--- src/rtl/iob_cpu_bus_demux.sv ---
// Purpose : routes one CPU native memory request to one of N_SLAVES ports chosen by address MSBs.
// Latency : m_ready arrives 2 cycles after capture for a zero-wait slave, plus 1 per slave wait cycle.
// Backpres: the master holds its request until m_ready; a silent slave is abandoned after TIMEOUT cycles.
//
// Ports:
//   clk, rst                      clock, asynchronous active-low reset
//   boot                          remaps slave 0 to BOOT_SEL, sampled at request capture
//   m_valid/m_addr/m_wdata/m_wstrb CPU request (wstrb all zero = read)
//   m_rdata/m_ready               registered read data and one-cycle completion pulse
//   s_valid                       one-hot slave request
//   s_addr/s_wdata/s_wstrb        latched request, broadcast to all slaves
//   s_rdata/s_ready               per-slave read data (slice i = slave i) and completion
//   err/err_clr                   sticky decode/timeout error flag and its clear
module iob_cpu_bus_demux #(
   parameter int                 ADDR_W   = 32,
   parameter int                 DATA_W   = 32,
   parameter int                 N_SLAVES = 4,
   parameter int                 SEL_W    = 2,
   parameter int                 BOOT_SEL = 1,
   parameter int                 TIMEOUT  = 255,
   parameter logic [DATA_W-1:0]  ERR_DATA = 32'hDEADBEEF
) (
   input  logic                         clk,
   input  logic                         rst,
   input  logic                         boot,
   input  logic                         m_valid,
   input  logic [ADDR_W-1:0]            m_addr,
   input  logic [DATA_W-1:0]            m_wdata,
   input  logic [DATA_W/8-1:0]          m_wstrb,
   output logic [DATA_W-1:0]            m_rdata,
   output logic                         m_ready,
   output logic [N_SLAVES-1:0]          s_valid,
   output logic [ADDR_W-1:0]            s_addr,
   output logic [DATA_W-1:0]            s_wdata,
   output logic [DATA_W/8-1:0]          s_wstrb,
   input  logic [N_SLAVES*DATA_W-1:0]   s_rdata,
   input  logic [N_SLAVES-1:0]          s_ready,
   output logic                         err,
   input  logic                         err_clr
);

   localparam logic [1:0] IDLE   = 2'd0;
   localparam logic [1:0] ACCESS = 2'd1;
   localparam logic [1:0] RESP   = 2'd2;

   // Counter only has to reach TIMEOUT-1; with the watchdog disabled it
   // still counts but simply saturates.
   localparam int               CNT_W    = (TIMEOUT < 2) ? 1 : $clog2(TIMEOUT + 1);
   localparam logic [CNT_W-1:0] CNT_LAST = CNT_W'((TIMEOUT == 0) ? 0 : TIMEOUT - 1);

   logic [1:0]          state;
   logic [CNT_W-1:0]    cnt;

   logic [SEL_W-1:0]    sel_raw;
   logic [SEL_W-1:0]    sel_eff;
   logic                dec_err;
   logic [N_SLAVES-1:0] sel_onehot;
   logic                hit;
   logic [DATA_W-1:0]   rdata_mux;

   // Slave select with boot remap of index 0.
   assign sel_raw    = m_addr[ADDR_W-1 -: SEL_W];
   assign sel_eff    = (boot && (sel_raw == '0)) ? SEL_W'(BOOT_SEL) : sel_raw;
   // Widened compare so the check stays meaningful when 2**SEL_W > N_SLAVES.
   assign dec_err    = 32'(sel_eff) >= 32'(N_SLAVES);
   assign sel_onehot = N_SLAVES'(1) << sel_eff;

   // The registered one-hot s_valid is the latched select: it qualifies
   // s_ready and steers the read-data mux, so other slaves are ignored
   // and nothing is accepted once s_valid has dropped.
   assign hit = |(s_ready & s_valid);

   always_comb begin
      rdata_mux = '0;
      for (int i = 0; i < N_SLAVES; i++) begin
         if (s_valid[i]) begin
            rdata_mux = rdata_mux | s_rdata[i*DATA_W +: DATA_W];
         end
      end
   end

   always_ff @(posedge clk or negedge rst) begin
      if (!rst) begin
         state   <= IDLE;
         cnt     <= '0;
         m_ready <= 1'b0;
         m_rdata <= '0;
         s_valid <= '0;
         s_addr  <= '0;
         s_wdata <= '0;
         s_wstrb <= '0;
         err     <= 1'b0;
      end else begin
         m_ready <= 1'b0;
         // Clear first so an error set later in this block takes priority.
         if (err_clr) begin
            err <= 1'b0;
         end

         case (state)
            IDLE: begin
               if (m_valid) begin
                  s_addr  <= m_addr;
                  s_wdata <= m_wdata;
                  s_wstrb <= m_wstrb;
                  if (dec_err) begin
                     state   <= RESP;
                     m_ready <= 1'b1;
                     m_rdata <= ERR_DATA;
                     err     <= 1'b1;
                  end else begin
                     state   <= ACCESS;
                     s_valid <= sel_onehot;
                     cnt     <= '0;
                  end
               end
            end

            ACCESS: begin
               if (hit) begin
                  // Captured for writes as well; the master ignores it.
                  m_rdata <= rdata_mux;
                  m_ready <= 1'b1;
                  s_valid <= '0;
                  state   <= RESP;
               end else if ((TIMEOUT != 0) && (cnt == CNT_LAST)) begin
                  m_rdata <= ERR_DATA;
                  m_ready <= 1'b1;
                  err     <= 1'b1;
                  s_valid <= '0;
                  state   <= RESP;
               end else if (cnt != {CNT_W{1'b1}}) begin
                  cnt <= cnt + 1'b1;
               end
            end

            RESP: begin
               // m_ready is high during this cycle only; m_valid is not
               // looked at here, IDLE samples it again.
               state <= IDLE;
            end

            default: begin
               state   <= IDLE;
               s_valid <= '0;
            end
         endcase
      end
   end

endmodule

--- config.mk ---
export PLATFORM = sky130hd
export DESIGN_NAME = iob_cpu_bus_demux
export DESIGN_NICKNAME = d
export VERILOG_FILES = /design/src/rtl/iob_cpu_bus_demux.sv
export SDC_FILE = /design/constraint.sdc
export NUM_CORES = 1
export LEC_CHECK = 0
export CAP_MARGIN = 0
export CORE_ASPECT_RATIO = 0.75
export CORE_MARGIN = 5
export CORE_UTILIZATION = 38
export CTS_CLUSTER_SIZE = 16
export DETAILED_ROUTE_END_ITERATION = 16
export GPL_TIMING_DRIVEN = 0
export PLACE_DENSITY_LB_ADDON = 0.15
export SYNTH_ARGS = -nofsm -noshare
export SYNTH_HDL_FRONTEND = slang
export SYNTH_SLANG_ARGS = --single-unit
export TNS_END_PERCENT = 20
--- constraint.sdc ---
create_clock -name clk -period 2.2 [get_ports clk]
set_clock_uncertainty 0.15 [all_clocks]
set_input_delay 0.33 -clock clk [delete_from_list [all_inputs] [get_ports clk]]
set_output_delay 0.33 -clock clk [all_outputs]
set_load 0.02 [all_outputs]
==> implementation parameters <==
Parameter                              Value

Power and ir drop
  Combinational power share    0.492
  NetSw    ~5 mW
  Clock network power share    0.218
  Net Sw Frac    0.397
  Power density over the cells    1350 nW/um^2
  Maximum ir drop on the vdd rail    880 uV
  Static leakage    4.03 nW
  Sequential group share of total power    0.290
  Cell Int Power    about 7.4 mW

Timing
  Final critical path time including I/O delays and setup    about 2.1 ns
  Share of the cycle needed by the critical path after routing    0.947
  Setup repair after global routing missed its margin    no
  Slew HR    0.643
  Fin. max-slew vios    0
  Tightest hold margin    0.216 ns
  Final hold violations    0
  Min setup slack post-route    about 0.12 ns
  Max Clk Rate    480 MHz
  Actual transition at the worst max-transition pin    about 0.54 ns
  Summed negative setup slack over all endpoints    0 ns
  Final-report setup violation count    0

Yosys
  Cell variety after synth    39
  Ys Warns    0
  Netlist area before placement    between 5000 and 6000 sq um
  Post-synth top area cell    dfrtp_1
  Share of synthesized area occupied by flip-flops and latches    0.560
  Fraction of post-synthesis cell area in the top cell type by area    0.560
  Number of synthesized flops with an enable pin    0
  Total of flip-flops plus latches after synthesis    116
  Synthesized Nets    769
  Area contributors post-synth    dfrtp_1, nand2_1, a221oi_1
  Cells after synthesis    around 560
  Leading register cell type out of synthesis    dfrtp_1
  Mapped Avg Cell Area    roughly 9.2 sq um
  Ys async rst share    1.00

Clock tree
  Clock latency on the worst-skew pair    roughly 0.40 ns
  Clk sinks    116
  Clock root buffer master    clkbuf_16
  Maximum clock path buffer count    2
  CTS clk-pin slew, worst paths    about 0.06 ns
  TritonCTS clock tree    yes
  Total CTS buffers    17
  H-tree depth    4

Route
  Aggregate routed wire length    slightly below 20 mm
  DRC Markers    0
  Routed WL per cell    18.2 um
  Number of routed nets with antenna violations    0
  Vias    roughly 5500
  Length of the first detailed-routing pass in iterations    5
  Number of vias per cell    just over 5
  Detailed router's first-iteration violation count    between 300 and 400

Global routing
  Remaining global-route overflow    0
  Vias in the first global route    around 5600
  Initial antenna violation count    0
  Pin count of the biggest net entering global routing    86
  Overall fraction of global-route tracks in use    0.237
  Wire length of the first global-routing pass    29.7 mm

Floorplan
  Die height    approximately 110 um
  IO Count    311
  Effective utilization at floorplan    0.383
  Overall die area    between 15000 and 20000 sq um
  Area of the core    about 14000 sq um
  Width of the chip    145 um
  Std-Cell Rows    37

Placed design
  Number of port buffers    310
  Final RePlAce weighted congestion    about 0.87
  Post-place setup slack    -0.106 ns
  Hpwl dp    around 15 mm

Critical path
  Highest fanout seen on the critical path    10
  Critical path endpoint category    flop
  Sort of element at the start of the critical path    flop
  Number of cell instances on the worst register-to-register path    8
  Critical R2R Launch    s_valid[0]
  Worst setup slack for register-to-register paths    between 0.1 and 0.15 ns
  Arrival time of data at the critical path endpoint    ~2.3 ns
  End of the worst register-to-register path    cnt[6]
  Critical setup path kind    reg2reg
  Critical path required time    2.37 ns

Layout
  Final layout net count    roughly 1100
  Multi-input gate area in the final layout    2080 sq um
  Filler cell count    just over 1000
  Synth-to-Final Area Change    76.4%
  Share of post-route cells with drive strength above 1    0.0708
  Register area    about 2900 sq um
  Ant diodes    0

Run
  Max_cap viols    0

Run status
  Outcome    finished, final reports clean

Hold path
  Class of the tightest hold or removal check    in2async
==> cells in the final DEF (no fill, tap or decap), drive strengths merged, types with 4 or more instances in the layout <==
cell	synthesis	routed
clkinv	0	6
buf	15	17
or3	5	5
clkbuf	24	40
a22oi	22	22
clkdlybuf4s50	0	309
o21ai	16	16
a31oi	25	25
clkinvlp	0	4
a22o	22	22
nand2	219	219
a221oi	22	22
inv	8	10
nand3	4	4
a21oi	6	6
nor2	30	30
dfrtp	116	116
nand4	4	4
==> cells by family (layout without fill, tap and decap cells) <==
kind of cell / after synthesis / count (layout) / synth area share
AND/OR/NAND/NOR: 275 / 275 / 0.214
flip-flops: 116 / 116 / 0.560
multiplexers: 4 / 4 / 0.00821
buffers and inverters: 47 / 389 / 0.0386
adder cells (fa/ha/maj): 2 / 2 / 0.00483
AO/OA/AOI/OAI: 118 / 118 / 0.174
==> cell usage after synthesis (all sizes together) (2+ instances only) <==
| cell type | n |
|---|---|
| nand4 | 4 |
| buf | 15 |
| a21oi | 6 |
| clkbuf | 24 |
| nor2 | 30 |
| and2 | 3 |
| nand2 | 219 |
| o31ai | 2 |
| a22oi | 22 |
| inv | 8 |
| ha | 2 |
| and3 | 2 |
| nand3 | 4 |
| or3 | 5 |
| a31oi | 25 |
| o21ai | 16 |
| dfrtp | 116 |
| mux2 | 2 |
| a221oi | 22 |
| mux2i | 2 |
| a22o | 22 |
| nand4b | 2 |
==> sequential cells by signal, indices dropped and copies added, names as in the netlist <==
register  count
s_wdata      32
s_wstrb       4
cnt           8
s_valid       4
err           1
m_rdata      32
state         2
s_addr       32
m_ready       1
==> power groups by stage <==
stage / registers, mW / clock network (mW) / logic, mW
2_1_floorplan: 4.59 / 0 / 2.13
3_3_place_gp: 3.52 / 0 / 6.03
3_5_place_dp: 3.58 / 0 / 6.11
4_1_cts: 3.56 / 2.73 / 6.14
5_1_grt: 3.69 / 2.84 / 6.56
6_report: 3.59 / 2.69 / 6.08
==> area by class of cell <==
class                      count  area share
timing repair buffer         312       0.344
sequential                   116       0.318
multi-input combinational    399       0.228
clock buffer                  17      0.0466
tap                          175      0.0240
buffer                        38      0.0193
clock inverter                14      0.0171
inverter                       8     0.00329
==> routing by layer <==
| layer | vias up | track usage | share of wire |
|---|---|---|---|
| met2 | 297 | 0.404 | 0.50 |
| met5 | - | 0 | 0 |
| li1 | 2605 | - | - |
| met4 | 0 | 0.0733 | 0.021 |
| met1 | 2613 | 0.279 | 0.37 |
| met3 | 27 | 0.0815 | 0.11 |
==> per-stage QoR <==
step                std cells  cell area, sq um  power [mW]  utilization
detailed placement       1048              8530        9.69        0.631
CTS                      1080              9130        12.4        0.675
global route             1079              9140        13.1        0.676
floorplan                 562              5180        6.72            -
finish                   1079              9140        12.4        0.676
global placement         1047              8500        9.55        0.629
==> worst max-delay path by stage <==
stage | cells past startpoint | start | end | slack (ns)
after floorplan | 8 | s_valid[0] | cnt[5] | 0.26
after global placement | 1 | rst | m_rdata[22] | -3.77
after detailed placement | 5 | s_valid[1] | m_rdata[19] | -0.11
after CTS | 5 | s_valid[1] | m_rdata[19] | 0.04
after global routing | 10 | cnt[0] | m_rdata[27] | 0.02
final | 8 | s_valid[0] | cnt[6] | 0.12
==> repair_timing <==
item,CTS,global route
endpoints found under the hold margin,31,0
resized for setup,3,13
hold buffers,1,0
pin swaps,0,0
buffers inserted,0,0
setup endpoints to repair,13,13
==> critical path, stage by stage, from the launching register on <==
cell	delay, ns
dfrtp_1	0.38
buf_2	0.19
a22oi_4	0.23
nand2_4	0.14
o21ai_4	0.20
inv_2	0.07
buf_6	0.14
or3_1	0.34
a21oi_1	0.16
No activity file was read; power rests on OpenSTA's default activity.
